===== src/rtl/uart_pkg.sv =====
// Shared UART definitions: FSM state type, default baud divider, frame sizes.
// Optional feature macro: UART_TX_PARITY_EN (even parity bit, 11-bit frame).
package uart_pkg;

    localparam int unsigned DEFAULT_CLK_DIV = 87;
    localparam int unsigned DATA_BITS       = 8;

`ifdef UART_TX_PARITY_EN
    localparam int unsigned FRAME_BITS = 11;

    typedef enum logic [2:0] {
        ST_IDLE,
        ST_START,
        ST_DATA,
        ST_PARITY,
        ST_STOP
    } tx_state_t;
`else
    localparam int unsigned FRAME_BITS = 10;

    typedef enum logic [2:0] {
        ST_IDLE,
        ST_START,
        ST_DATA,
        ST_STOP
    } tx_state_t;
`endif

    function automatic logic even_parity(input logic [7:0] d);
        return ^d;
    endfunction

endpackage


===== src/rtl/uart_tx_fifo_if.sv =====
// Write-side handshake and status bundle of the buffered UART transmitter.
interface uart_tx_fifo_if #(
    parameter int unsigned FIFO_DEPTH = 4
);
    localparam int unsigned LW = $clog2(FIFO_DEPTH) + 1;

    logic          wr_en;
    logic [7:0]    wr_data;
    logic          full;
    logic [LW-1:0] level;
    logic          busy;
    logic          ovf;
    logic          tx;

    modport master (
        output wr_en, wr_data,
        input  full, level, busy, ovf, tx
    );

    modport slave (
        input  wr_en, wr_data,
        output full, level, busy, ovf, tx
    );

endinterface


===== src/rtl/uart_tx_fifo_buf.sv =====
// Transmit byte FIFO: storage, wrapping pointers, registered level/full/empty.
module uart_tx_fifo_buf #(
    parameter int unsigned DEPTH = 4
) (
    input  logic                       clk,
    input  logic                       rst_n,
    input  logic                       wr_en,
    input  logic [7:0]                 wr_data,
    input  logic                       rd_en,
    output logic [7:0]                 rd_data,
    output logic                       full,
    output logic                       empty,
    output logic [$clog2(DEPTH):0]     level
);
    localparam int unsigned AW = $clog2(DEPTH);
    localparam int unsigned LW = AW + 1;

    logic [7:0]    mem [DEPTH];
    logic [AW-1:0] wr_ptr;
    logic [AW-1:0] rd_ptr;
    logic          push;
    logic          pop;
    logic [LW-1:0] level_next;

    // full is the registered flag, so a pop on this edge cannot make room for a write
    assign push    = wr_en && !full;
    assign pop     = rd_en && !empty;
    assign rd_data = mem[rd_ptr];

    always_comb begin
        level_next = level;
        case ({push, pop})
            2'b10:   level_next = level + 1'b1;
            2'b01:   level_next = level - 1'b1;
            default: level_next = level;
        endcase
    end

    always_ff @(posedge clk) begin
        if (push) begin
            mem[wr_ptr] <= wr_data;
        end
    end

    always_ff @(posedge clk or negedge rst_n) begin
        if (!rst_n) begin
            wr_ptr <= '0;
            rd_ptr <= '0;
            level  <= '0;
            full   <= 1'b0;
            empty  <= 1'b1;
        end else begin
            if (push) begin
                wr_ptr <= wr_ptr + 1'b1;
            end
            if (pop) begin
                rd_ptr <= rd_ptr + 1'b1;
            end
            level <= level_next;
            full  <= (level_next == LW'(DEPTH));
            empty <= (level_next == '0);
        end
    end

endmodule


===== src/rtl/uart_tx_fifo.sv =====
// Buffered 8N1 UART transmitter with clock-enable gated baud timing.
// Optional feature macro: UART_TX_PARITY_EN inserts an even parity bit before stop.
module uart_tx_fifo
    import uart_pkg::*;
#(
    parameter int unsigned CLK_DIV    = DEFAULT_CLK_DIV,
    parameter int unsigned FIFO_DEPTH = 4
) (
    input  logic           clk,
    input  logic           rst_n,
    input  logic           ce,
    uart_tx_fifo_if.slave  bus
);
    localparam int unsigned LW        = $clog2(FIFO_DEPTH) + 1;
    localparam logic [15:0] BAUD_LAST = 16'(CLK_DIV - 1);
    localparam logic [2:0]  LAST_BIT  = 3'(DATA_BITS - 1);

    tx_state_t     state;
    logic [15:0]   baud_cnt;
    logic [2:0]    bit_idx;
    logic [7:0]    shreg;
    logic          tx_q;
    logic          busy_q;
    logic          ovf_q;
    logic          baud_done;
    logic          pop;
    logic          fifo_empty;
    logic          fifo_full;
    logic [7:0]    head;
    logic [LW-1:0] level;
`ifdef UART_TX_PARITY_EN
    logic          par_bit;
`endif

    uart_tx_fifo_buf #(
        .DEPTH (FIFO_DEPTH)
    ) u_buf (
        .clk     (clk),
        .rst_n   (rst_n),
        .wr_en   (bus.wr_en),
        .wr_data (bus.wr_data),
        .rd_en   (pop),
        .rd_data (head),
        .full    (fifo_full),
        .empty   (fifo_empty),
        .level   (level)
    );

    assign baud_done = (baud_cnt == BAUD_LAST);

    always_comb begin
        pop = 1'b0;
        if (ce && !fifo_empty) begin
            if (state == ST_IDLE) begin
                pop = 1'b1;
            end else if (state == ST_STOP && baud_done) begin
                pop = 1'b1;
            end
        end
    end

    // tx and busy follow the state one clk later, independent of ce
    always_ff @(posedge clk or negedge rst_n) begin
        if (!rst_n) begin
            state    <= ST_IDLE;
            baud_cnt <= '0;
            bit_idx  <= '0;
            shreg    <= '0;
            tx_q     <= 1'b1;
            busy_q   <= 1'b0;
            ovf_q    <= 1'b0;
`ifdef UART_TX_PARITY_EN
            par_bit  <= 1'b0;
`endif
        end else begin
            ovf_q  <= ovf_q | (bus.wr_en & fifo_full);
            busy_q <= (state != ST_IDLE) || !fifo_empty;
            case (state)
                ST_START:  tx_q <= 1'b0;
                ST_DATA:   tx_q <= shreg[0];
`ifdef UART_TX_PARITY_EN
                ST_PARITY: tx_q <= par_bit;
`endif
                default:   tx_q <= 1'b1;
            endcase

            if (ce) begin
                case (state)
                    ST_IDLE: begin
                        if (!fifo_empty) begin
                            state    <= ST_START;
                            shreg    <= head;
                            baud_cnt <= '0;
`ifdef UART_TX_PARITY_EN
                            par_bit  <= even_parity(head);
`endif
                        end
                    end
                    ST_START: begin
                        if (baud_done) begin
                            baud_cnt <= '0;
                            bit_idx  <= '0;
                            state    <= ST_DATA;
                        end else begin
                            baud_cnt <= baud_cnt + 1'b1;
                        end
                    end
                    ST_DATA: begin
                        if (baud_done) begin
                            baud_cnt <= '0;
                            shreg    <= {1'b0, shreg[7:1]};
                            if (bit_idx == LAST_BIT) begin
                                bit_idx <= '0;
`ifdef UART_TX_PARITY_EN
                                state   <= ST_PARITY;
`else
                                state   <= ST_STOP;
`endif
                            end else begin
                                bit_idx <= bit_idx + 1'b1;
                            end
                        end else begin
                            baud_cnt <= baud_cnt + 1'b1;
                        end
                    end
`ifdef UART_TX_PARITY_EN
                    ST_PARITY: begin
                        if (baud_done) begin
                            baud_cnt <= '0;
                            state    <= ST_STOP;
                        end else begin
                            baud_cnt <= baud_cnt + 1'b1;
                        end
                    end
`endif
                    ST_STOP: begin
                        if (baud_done) begin
                            baud_cnt <= '0;
                            if (!fifo_empty) begin
                                state    <= ST_START;
                                shreg    <= head;
`ifdef UART_TX_PARITY_EN
                                par_bit  <= even_parity(head);
`endif
                            end else begin
                                state <= ST_IDLE;
                            end
                        end else begin
                            baud_cnt <= baud_cnt + 1'b1;
                        end
                    end
                    default: begin
                        state    <= ST_IDLE;
                        baud_cnt <= '0;
                    end
                endcase
            end
        end
    end

    assign bus.tx    = tx_q;
    assign bus.busy  = busy_q;
    assign bus.ovf   = ovf_q;
    assign bus.full  = fifo_full;
    assign bus.level = level;

endmodule


===== src/flat_wrapper.sv =====
// flat-port wrapper written by rule: the top's interface ports become plain ports
module uart_tx_fifo_flat import uart_pkg::*;
#(
    parameter int unsigned CLK_DIV    = DEFAULT_CLK_DIV,
    parameter int unsigned FIFO_DEPTH = 4
)
  (clk, rst_n, ce, bus_wr_en, bus_wr_data, bus_full, bus_level, bus_busy, bus_ovf, bus_tx);
  uart_tx_fifo_if #(.FIFO_DEPTH(FIFO_DEPTH)) bus_i ();
  input  logic clk;
  input  logic rst_n;
  input  logic ce;
  input wire logic [$bits(bus_i.wr_en)-1:0] bus_wr_en;
  input wire logic [$bits(bus_i.wr_data)-1:0] bus_wr_data;
  output wire logic [$bits(bus_i.full)-1:0] bus_full;
  output wire logic [$bits(bus_i.level)-1:0] bus_level;
  output wire logic [$bits(bus_i.busy)-1:0] bus_busy;
  output wire logic [$bits(bus_i.ovf)-1:0] bus_ovf;
  output wire logic [$bits(bus_i.tx)-1:0] bus_tx;
  assign bus_i.wr_en = bus_wr_en;
  assign bus_i.wr_data = bus_wr_data;
  assign bus_full = bus_i.full;
  assign bus_level = bus_i.level;
  assign bus_busy = bus_i.busy;
  assign bus_ovf = bus_i.ovf;
  assign bus_tx = bus_i.tx;
  uart_tx_fifo #(.CLK_DIV(CLK_DIV), .FIFO_DEPTH(FIFO_DEPTH)) u_core (.clk(clk), .rst_n(rst_n), .ce(ce), .bus(bus_i));
endmodule

===== config.mk =====
export PLATFORM = sky130hd
export DESIGN_NAME = uart_tx_fifo_flat
export DESIGN_NICKNAME = d
export VERILOG_FILES = /design/src/rtl/uart_pkg.sv /design/src/rtl/uart_tx_fifo_if.sv /design/src/rtl/uart_tx_fifo_buf.sv /design/src/rtl/uart_tx_fifo.sv /design/src/flat_wrapper.sv
export SDC_FILE = /design/constraint.sdc
export NUM_CORES = 1
export LEC_CHECK = 0
export CORE_MARGIN = 10
export CORE_UTILIZATION = 35
export DETAILED_ROUTE_END_ITERATION = 8
export SYNTH_ARGS = -nofsm -noshare
export SYNTH_HDL_FRONTEND = slang
export SYNTH_HIERARCHICAL = 1
export SYNTH_SLANG_ARGS = --single-unit

===== constraint.sdc =====
create_clock -name clk -period 6.2 [get_ports clk]
set_input_delay 0.62 -clock clk [delete_from_list [all_inputs] [get_ports clk]]
set_output_delay 0.62 -clock clk [all_outputs]
set_load 0.02 [all_outputs]

==> results of run 1 <==
## worst reg2reg max path: stages (launching register included)
cell     delay, ps
dfrtp_1        460
nor4b_1        410
and4_1         470
a21oi_1        120
nor3b_1        160
nor2b_1        300
ha_1           250
inv_1           60
fa_1           370
xor2_1         240
xnor2_1        110
a32o_1         260
## layout make-up
class                           count  area [sq um]  share of cell area, %
Clock buffer                        9           124                   3.09
Multi-Input combinational cell    167          1410                   35.0
Sequential cell                    73          1990                   49.6
Inverter                           16          60.1                   1.50
Timing Repair Buffer               19           183                   4.55
Clock inverter                      7          83.8                   2.09
Tap cell                          133           166                   4.15
## power groups by stage
stage | Sequential [mW] | Combinational (mW) | Clock, mW
final | 0.655 | 0.255 | 0.390
after global routing | 0.667 | 0.291 | 0.425
after CTS | 0.655 | 0.259 | 0.403
after detailed placement | 0.665 | 0.258 | 0
after global placement | 0.662 | 0.252 | 0
after floorplan | 0.657 | 0.174 | 0
## worst max path at each step
stage                                   endpoint  cells past startpoint
finish              u_core/u_buf/empty$_DFF_PN1_                     11
global route        u_core/u_buf/empty$_DFF_PN1_                     11
CTS                 u_core/u_buf/empty$_DFF_PN1_                     11
detailed placement  u_core/u_buf/empty$_DFF_PN1_                      9
global placement    u_core/u_buf/empty$_DFF_PN1_                      9
floorplan           u_core/u_buf/empty$_DFF_PN1_                     10
## cells in the final DEF (no fill, tap or decap), drive strengths merged, types with 2 or more instances in the layout
master / synthesis / final
o21ai: 14 / 14
dfrtp: 39 / 39
ha: 13 / 13
nand3: 7 / 7
clkdlybuf4s50: 0 / 17
buf: 9 / 2
dfstp: 2 / 2
mux2: 17 / 17
and3: 2 / 2
nor4b: 2 / 2
nand2b: 2 / 2
mux2i: 2 / 2
inv: 16 / 20
nor3: 5 / 5
nand4: 4 / 4
a32o: 3 / 3
nand2: 18 / 18
a21oi: 4 / 4
xor2: 2 / 2
a211o: 2 / 2
nand3b: 2 / 2
or4: 2 / 2
edfxtp: 32 / 32
nor2b: 6 / 6
mux4: 8 / 8
nor3b: 2 / 2
a41oi: 2 / 2
xnor2: 5 / 5
and2: 6 / 6
nor2: 5 / 5
clkbuf: 4 / 9
a31oi: 11 / 11
o22ai: 2 / 2
nor4: 4 / 4
## metal layers
layer | up-vias | track usage (%) | wire length [um]
li1 | 1034 | - | -
met1 | 1095 | 12.4 | 3150
met2 | 41 | 14.1 | 3020
met3 | 13 | 1.68 | 202
met4 | 0 | 6.26 | 166
met5 | - | 0 | 0
## cell families after synthesis
group / count (synthesis) / share of synthesized area [%]
XOR/XNOR: 7 / 1.73
multiplexers: 27 / 11.9
flip-flops: 73 / 56.0
buffers and inverters: 29 / 4.34
adder cells (fa/ha/maj): 14 / 5.15
AO/OA/AOI/OAI: 47 / 9.06
AND/OR/NAND/NOR: 72 / 11.8
## flip-flops by register name, indices dropped and copies added, names as in the netlist, 2 cells and up
name                 count
u_core/baud_cnt         16
u_core/bit_idx           3
u_core/shreg             8
u_core/state             2
u_core/u_buf/level       3
u_core/u_buf/mem        32
u_core/u_buf/rd_ptr      2
u_core/u_buf/wr_ptr      2
==> impl_metrics.json, run 1 <==
{
  "ios": 19,
  "slew_headroom_pct": 38.4,
  "synth_async_sr_flop_share_pct": 56.2,
  "avgSynthCellArea_sq_um": 13.2,
  "internal_power_mw": 0.895,
  "tns_ps": 0,
  "setup-violations-final": 0,
  "grt_first_pass_wirelength_um": 11200,
  "fin_nets": 312,
  "slowest_delay_ps": 470,
  "antenna_found_initial": 0,
  "r2r_start": "u_core/baud_cnt[5]$_DFFE_PN0P_",
  "drt_iter0_markers": 160,
  "period_share_pct": 52.7,
  "r2r-end": "u_core/u_buf/empty$_DFF_PN1_",
  "syn_inst": 269,
  "worst-endpoint-required_ps": 6480,
  "ant_nets": 0,
  "synth_edf_count": 32,
  "hold_buffers": 0,
  "critPathKind": "flop to flop",
  "synth_top_area_share_pct": 27.5,
  "detailedPlace.worstSlack_ps": 2780,
  "crit_fanout": 8,
  "hold_viol": 0,
  "hpwl_um": 4390,
  "rsz0062_at_grt": "no",
  "post_cts.repair.setup_buffers": 0,
  "grt.total_usage_pct": 9.49,
  "wl_um": 6540,
  "p_seq_share_pct": 50.4,
  "dieArea_sq_um": 14600,
  "critPathLaunch": "u_core/baud_cnt[5]$_DFFE_PN0P_",
  "min_path_type": "input port to async pin",
  "cts-resized-gates": 0,
  "placed_cells": 408,
  "synth_top_cells_by_count": "39 x dfrtp_1, 32 x edfxtp_1, 18 x nand2_1",
  "cp_cell_sequence": "nor4b_1 -> and4_1 -> a21oi_1 -> nor3b_1 -> nor2b_1 -> ha_1 -> inv_1 -> fa_1 -> xor2_1 -> xnor2_1 -> a32o_1",
  "finalPower_mw": 1.30,
  "grt_pass1_vias": 2251,
  "antenna_cells": 0,
  "htreeDepth": 3,
  "cts_root_buf": "clkbuf_8",
  "finalMaxSlewViolations": 0,
  "switching_share_pct": 31.2,
  "cellPowerDensity_nw_per_um2": 324,
  "drive_gt1_share_pct": 17.2,
  "nFillCells": 959,
  "fin_area_sq_um": 4010,
  "yosysTopAreaCell": "dfrtp_1",
  "initial_core_util_pct": 36.1,
  "ir_drop_mv": 0.181,
  "pwr-share-comb_pct": 19.6,
  "die_width_um": 121,
  "via_per_inst": 5.15,
  "cts_buffers": 9,
  "first_pass_iters": 4,
  "synth-seq-cells": 73,
  "skew_ps": 10.7,
  "p_sw_mw": 0.405,
  "synth_nets": 295,
  "synth_warnings": 6,
  "fmax_mhz": 306,
  "port_buffers": 18,
  "synth_sequential_area_ratio_pct": 56.0,
  "rows": 36,
  "syn_area_sq_um": 3550,
  "vias": 2183,
  "clockBufferDepth": 2,
  "min_period_ps": 3270,
  "setup_ws_ps": 2930,
  "clk_pin_slew_ps": 80,
  "p_leak_nw": 1.56,
  "r2r_slack_ps": 2930,
  "drc": 0,
  "area_growth_pct": 13.0,
  "status": "completed",
  "synth_most_common_cell": "dfrtp_1",
  "path_buf_inv": 1,
  "wl_per_cell_um": 15.4,
  "r2r_cells": 11,
  "cts.sinks": 73,
  "gp_congestion": 0.826,
  "synth_area_leaders": "dfrtp_1 27%, edfxtp_1 27%, mux4_2 5.1%, ha_1 4.6%, mux2_4 3.4%",
  "start_kind": "flop",
  "final_core_util_pct": 40.9,
  "clk_latency_ps": 350,
  "cpMaxStageDelayCell": "and4_1",
  "synth_cell_type_count": 55,
  "grt_max_degree": 42,
  "arrival_ps": 3550,
  "whs_ps": 403,
  "cp_top_family": "simple AND/OR/NAND/NOR gates",
  "ys.flop_type": "dfrtp_1",
  "cts_tree": "done",
  "core_sq_um": 9820,
  "layoutNonFillerInstCount": 424,
  "worstMarginPinSlew_ps": 924,
  "end_kind": "flop",
  "max-cap-violations": 0,
  "dpl_cell_area_sq_um": 3800,
  "clkPwrFrac_pct": 30.0,
  "overflow": 0,
  "die_height_um": 121
}
Power figures use the tool's default switching activity.
==> run 2, diff against run 1 <==
- clock period: 6.2 -> 3 ns (I/O delays scaled with it)
==> impl_metrics.json, run 2 (synthesis results as in run 1) <==
{
  "grt_first_pass_wirelength_um": 11000,
  "path_buf_inv": 1,
  "fin_nets": 326,
  "gp_congestion": 0.743,
  "cts_root_buf": "clkbuf_8",
  "period_share_pct": 94.5,
  "drive_gt1_share_pct": 23.3,
  "first_pass_iters": 4,
  "cts_tree": "done",
  "layoutNonFillerInstCount": 438,
  "slowest_delay_ps": 440,
  "nFillCells": 958,
  "status": "completed",
  "critPathKind": "flop to flop",
  "ios": 19,
  "setup-violations-final": 0,
  "whs_ps": 72.8,
  "skew_ps": 10.7,
  "min_path_type": "input port to async pin",
  "cts.sinks": 73,
  "grt_max_degree": 42,
  "initial_core_util_pct": 36.1,
  "grt_pass1_vias": 2263,
  "final_core_util_pct": 42.4,
  "final_cell_mix": "39 x dfrtp_1, 32 x edfxtp_1, 18 x nand2_1, 17 x clkdlybuf4s50_1, 16 x inv_1",
  "min_period_ps": 2840,
  "cpMaxStageDelayCell": "dfrtp_1",
  "tns_ps": 0,
  "setup_ws_ps": 165,
  "clockBufferDepth": 2,
  "cp_cell_sequence": "nor4b_2 -> and4_1 -> a21oi_1 -> nor3b_1 -> nor2b_2 -> ha_2 -> inv_1 -> fa_1 -> xor2_2 -> xnor2_2 -> a32o_1",
  "vias": 2190,
  "crit_fanout": 5,
  "arrival_ps": 3110,
  "antenna_found_initial": 0,
  "cellPowerDensity_nw_per_um2": 663,
  "overflow": 0,
  "via_per_inst": 5.00,
  "clk_latency_ps": 340,
  "die_width_um": 121,
  "worstMarginPinSlew_ps": 919,
  "worst-endpoint-required_ps": 3280,
  "core_sq_um": 9820,
  "hold_buffers": 0,
  "max-cap-violations": 0,
  "end_kind": "flop",
  "hold_viol": 0,
  "hpwl_um": 4440,
  "placed_cells": 419,
  "grt.total_usage_pct": 9.33,
  "rows": 36,
  "dieArea_sq_um": 14600,
  "drc": 0,
  "top_register": "u_core/u_buf/mem",
  "p_leak_nw": 1.64,
  "wl_per_cell_um": 14.9,
  "port_buffers": 18,
  "htreeDepth": 3,
  "ir_drop_mv": 0.399,
  "antenna_cells": 0,
  "largest_reg_flops": 32,
  "drt_iter0_markers": 115,
  "area_growth_pct": 17.2,
  "wl_um": 6540,
  "cp_top_family": "simple AND/OR/NAND/NOR gates",
  "detailedPlace.worstSlack_ps": 120,
  "finalMaxSlewViolations": 0,
  "clk_pin_slew_ps": 90,
  "reg_top3": "u_core/u_buf/mem: 32 flops, u_core/baud_cnt: 16 flops, u_core/shreg: 8 flops",
  "fmax_mhz": 353,
  "final_common_cell": "dfrtp_1",
  "slew_headroom_pct": 38.8,
  "cts_buffers": 9,
  "ant_nets": 0,
  "die_height_um": 121,
  "start_kind": "flop"
}
## run 2: changes by cell type in the layout (fill, tap and decap cells not counted), sizes merged
| cell | previous run | this run |
|---|---|---|
| buf | 2 | 16 |
## run 2: cell type report
type | instances | area (sq um) | area share, %
flip-flops and latches | 73 | 1990 | 47.8
multi-input cells | 167 | 1450 | 34.7
repair buffers | 33 | 288 | 6.92
well taps | 133 | 166 | 4.00
clock buffers | 9 | 124 | 2.98
clock inverters | 7 | 86.3 | 2.08
inverters | 16 | 60.1 | 1.44
## run 2: per-stage QoR
step	power, mW	area [sq um]
6_report	2.76	4160
5_1_grt	2.92	4160
4_1_cts	2.76	4100
3_5_place_dp	1.95	3890
3_3_place_gp	1.93	3890
2_1_floorplan	1.72	3550
## run 2: timing repair
item,4_1_cts,5_1_grt
endpoints found under the setup margin,0,3
resized for setup,0,7
setup buffers,0,3
## run 2: metal layers
layer / up-vias / wire length (um) / GRT usage [%]
met2: 42 / 3090 / 14.6
met5: - / 0 / 0
met4: 0 / 140 / 5.20
li1: 1064 / - / -
met3: 10 / 215 / 1.91
met1: 1074 / 3100 / 11.8
## run 2: worst paths after layout
check / end / cells past startpoint / startpoint / slack (ps)
worst min register to register: u_core/bus.ovf$_DFF_PN0_ / 1 / u_core/bus.ovf$_DFF_PN0_ / 470
worst max register to register: u_core/u_buf/empty$_DFF_PN1_ / 11 / u_core/baud_cnt[13]$_DFFE_PN0P_ / 160
worst max-delay path: u_core/u_buf/empty$_DFF_PN1_ / 11 / u_core/baud_cnt[13]$_DFFE_PN0P_ / 160
min in group clk: u_core/bus.ovf$_DFF_PN0_ / 1 / u_core/bus.ovf$_DFF_PN0_ / 470
max in group asynchronous: u_core/baud_cnt[3]$_DFFE_PN0P_ / 1 / rst_n / 2330
worst min-delay path: u_core/u_buf/level[0]$_DFF_PN0_ / 1 / rst_n / 70
## run 2: power breakdown
| part | leakage (nW) | internal (mW) | switching [mW] | total [mW] |
|---|---|---|---|---|
| Combinational | 0.742 | 0.277 | 0.355 | 0.633 |
| Clock | 0.104 | 0.403 | 0.404 | 0.807 |
| Sequential | 0.794 | 1.22 | 0.0979 | 1.32 |
| Total | 1.64 | 1.90 | 0.857 | 2.76 |
==> run 3, diff against run 2 <==
- clock period: 3 -> 2.31 ns (I/O delays scaled with it)
==> impl_metrics.json, run 3 (synthesis results as in run 1) <==
{
  "final_common_cell": "dfrtp_1",
  "cts.sinks": 73,
  "cp_cell_sequence": "inv_1 -> ha_1 -> and3b_1 -> and4_4 -> a21oi_2 -> nor3b_2 -> nor2b_4 -> ha_2 -> inv_2 -> fa_2 -> xor2_2 -> xnor2_2 -> a32o_1",
  "cts_tree": "done",
  "worstMarginPinSlew_ps": 922,
  "fmax_mhz": 390,
  "max-cap-violations": 0,
  "final_cell_mix": "39 x dfrtp_1, 34 x buf_4, 32 x edfxtp_1, 18 x nand2_1, 17 x clkdlybuf4s50_1",
  "core_sq_um": 9820,
  "cts_root_buf": "clkbuf_8",
  "rows": 36,
  "setup-violations-final": 4,
  "cts_buffers": 9,
  "first_pass_iters": 4,
  "slew_headroom_pct": 38.5,
  "top_register": "u_core/u_buf/mem",
  "drc": 0,
  "overflow": 0,
  "ant_nets": 0,
  "critPathKind": "flop to flop",
  "drt_iter0_markers": 87,
  "min_path_type": "input port to async pin",
  "reg_top3": "u_core/u_buf/mem: 32 flops, u_core/baud_cnt: 16 flops, u_core/shreg: 8 flops",
  "slowest_delay_ps": 380,
  "htreeDepth": 3,
  "end_kind": "flop",
  "nFillCells": 948,
  "violations": "negative setup slack",
  "period_share_pct": 111,
  "min_period_ps": 2560,
  "critPathLaunch": "u_core/baud_cnt[0]$_DFFE_PN0P_",
  "setup_ws_ps": -253,
  "r2r_start": "u_core/baud_cnt[0]$_DFFE_PN0P_",
  "arrival_ps": 2840,
  "ios": 19,
  "cpMaxStageDelayCell": "dfrtp_1",
  "die_height_um": 121,
  "worst-endpoint-required_ps": 2580,
  "clockBufferDepth": 2,
  "antenna_cells": 0,
  "finalMaxSlewViolations": 0,
  "tns_ps": -736,
  "p_leak_nw": 1.73,
  "grt_pass1_vias": 2343,
  "grt.total_usage_pct": 10.0,
  "seqCellArea_sq_um": 1990,
  "ir_drop_mv": 0.478,
  "status": "complete, but fails checks",
  "skew_ps": 15.3,
  "port_buffers": 18,
  "rsz0062_at_grt": "yes",
  "vias": 2259,
  "multi_input_area_sq_um": 1480,
  "drive_gt1_share_pct": 29.3,
  "initial_core_util_pct": 36.1,
  "hpwl_um": 4760,
  "die_width_um": 121,
  "grt_max_degree": 42,
  "crit_fanout": 2,
  "via_per_inst": 4.94,
  "gp_congestion": 0.793,
  "largest_reg_flops": 32,
  "hold_viol": 0,
  "antenna_found_initial": 0,
  "grt_first_pass_wirelength_um": 11700,
  "clk_pin_slew_ps": 90,
  "wl_per_cell_um": 14.9,
  "cellPowerDensity_nw_per_um2": 820,
  "wl_um": 6820,
  "area_growth_pct": 21.5,
  "clk_latency_ps": 350,
  "fin_nets": 345,
  "whs_ps": 9.71,
  "dieArea_sq_um": 14600,
  "start_kind": "flop"
}
## run 3: routing by layer
metal	GRT usage (%)	up-vias	share of wire, %
li1	-	1108	-
met1	13.4	1114	50
met2	15.1	28	46
met3	1.58	9	2.6
met4	5.66	0	1.9
met5	0	-	0
## run 3: timing repair
item / in CTS / in global routing
hold buffers: 0 / 0
pin swaps: 5 / 5
hold endpoints to repair: 0 / 0
resized for setup: 1 / 6
setup buffers: 2 / 3
setup endpoints to repair: 4 / 4
## run 3: area by class of cell
class,instances,area share [%]
Timing Repair Buffer,52,9.98
Multi-Input combinational cell,167,34.3
Inverter,16,1.39
Clock buffer,9,2.87
Sequential cell,73,46.1
Clock inverter,7,1.42
Tap cell,133,3.86
## run 3: path summary, 6_finish.rpt
kind	endpoint	slack [ps]	cells after the start
min in group clk	u_core/bus.ovf$_DFF_PN0_	470	1
max reg2reg	u_core/u_buf/empty$_DFF_PN1_	-250	13
max in group asynchronous	u_core/bus.tx$_DFF_PN1_	1630	2
min	u_core/baud_cnt[6]$_DFFE_PN0P_	10	1
max	u_core/u_buf/empty$_DFF_PN1_	-250	13
min reg2reg	u_core/bus.ovf$_DFF_PN0_	470	1
## run 3: power breakdown
group,switching [mW],total [mW],internal [mW]
registers,0.118,1.70,1.59
logic,0.484,0.890,0.406
clock network,0.534,0.942,0.408
## run 3: worst max-delay path, delay by kind of cell, from the launching register on
| family | cells | cell delay, ps |
|---|---|---|
| fa+ha+maj | 3 | 650 |
| xor+xnor | 2 | 310 |
| buf+inv | 2 | 100 |
| compound gates | 2 | 290 |
| simple gates | 4 | 740 |
| flops | 1 | 380 |
## run 3: metrics by stage
stage / power, mW / instance area [sq um] / setup WS, ps / std cells / util (%)
2_1_floorplan: 2.24 / 3580 / -333 / 269 / -
3_3_place_gp: 2.55 / 4050 / -305 / 436 / 41.2
3_5_place_dp: 2.57 / 4050 / -357 / 436 / 41.2
4_1_cts: 3.55 / 4250 / -328 / 454 / 43.3
5_1_grt: 3.76 / 4310 / -396 / 457 / 43.9
6_report: 3.54 / 4310 / -253 / 457 / 43.9
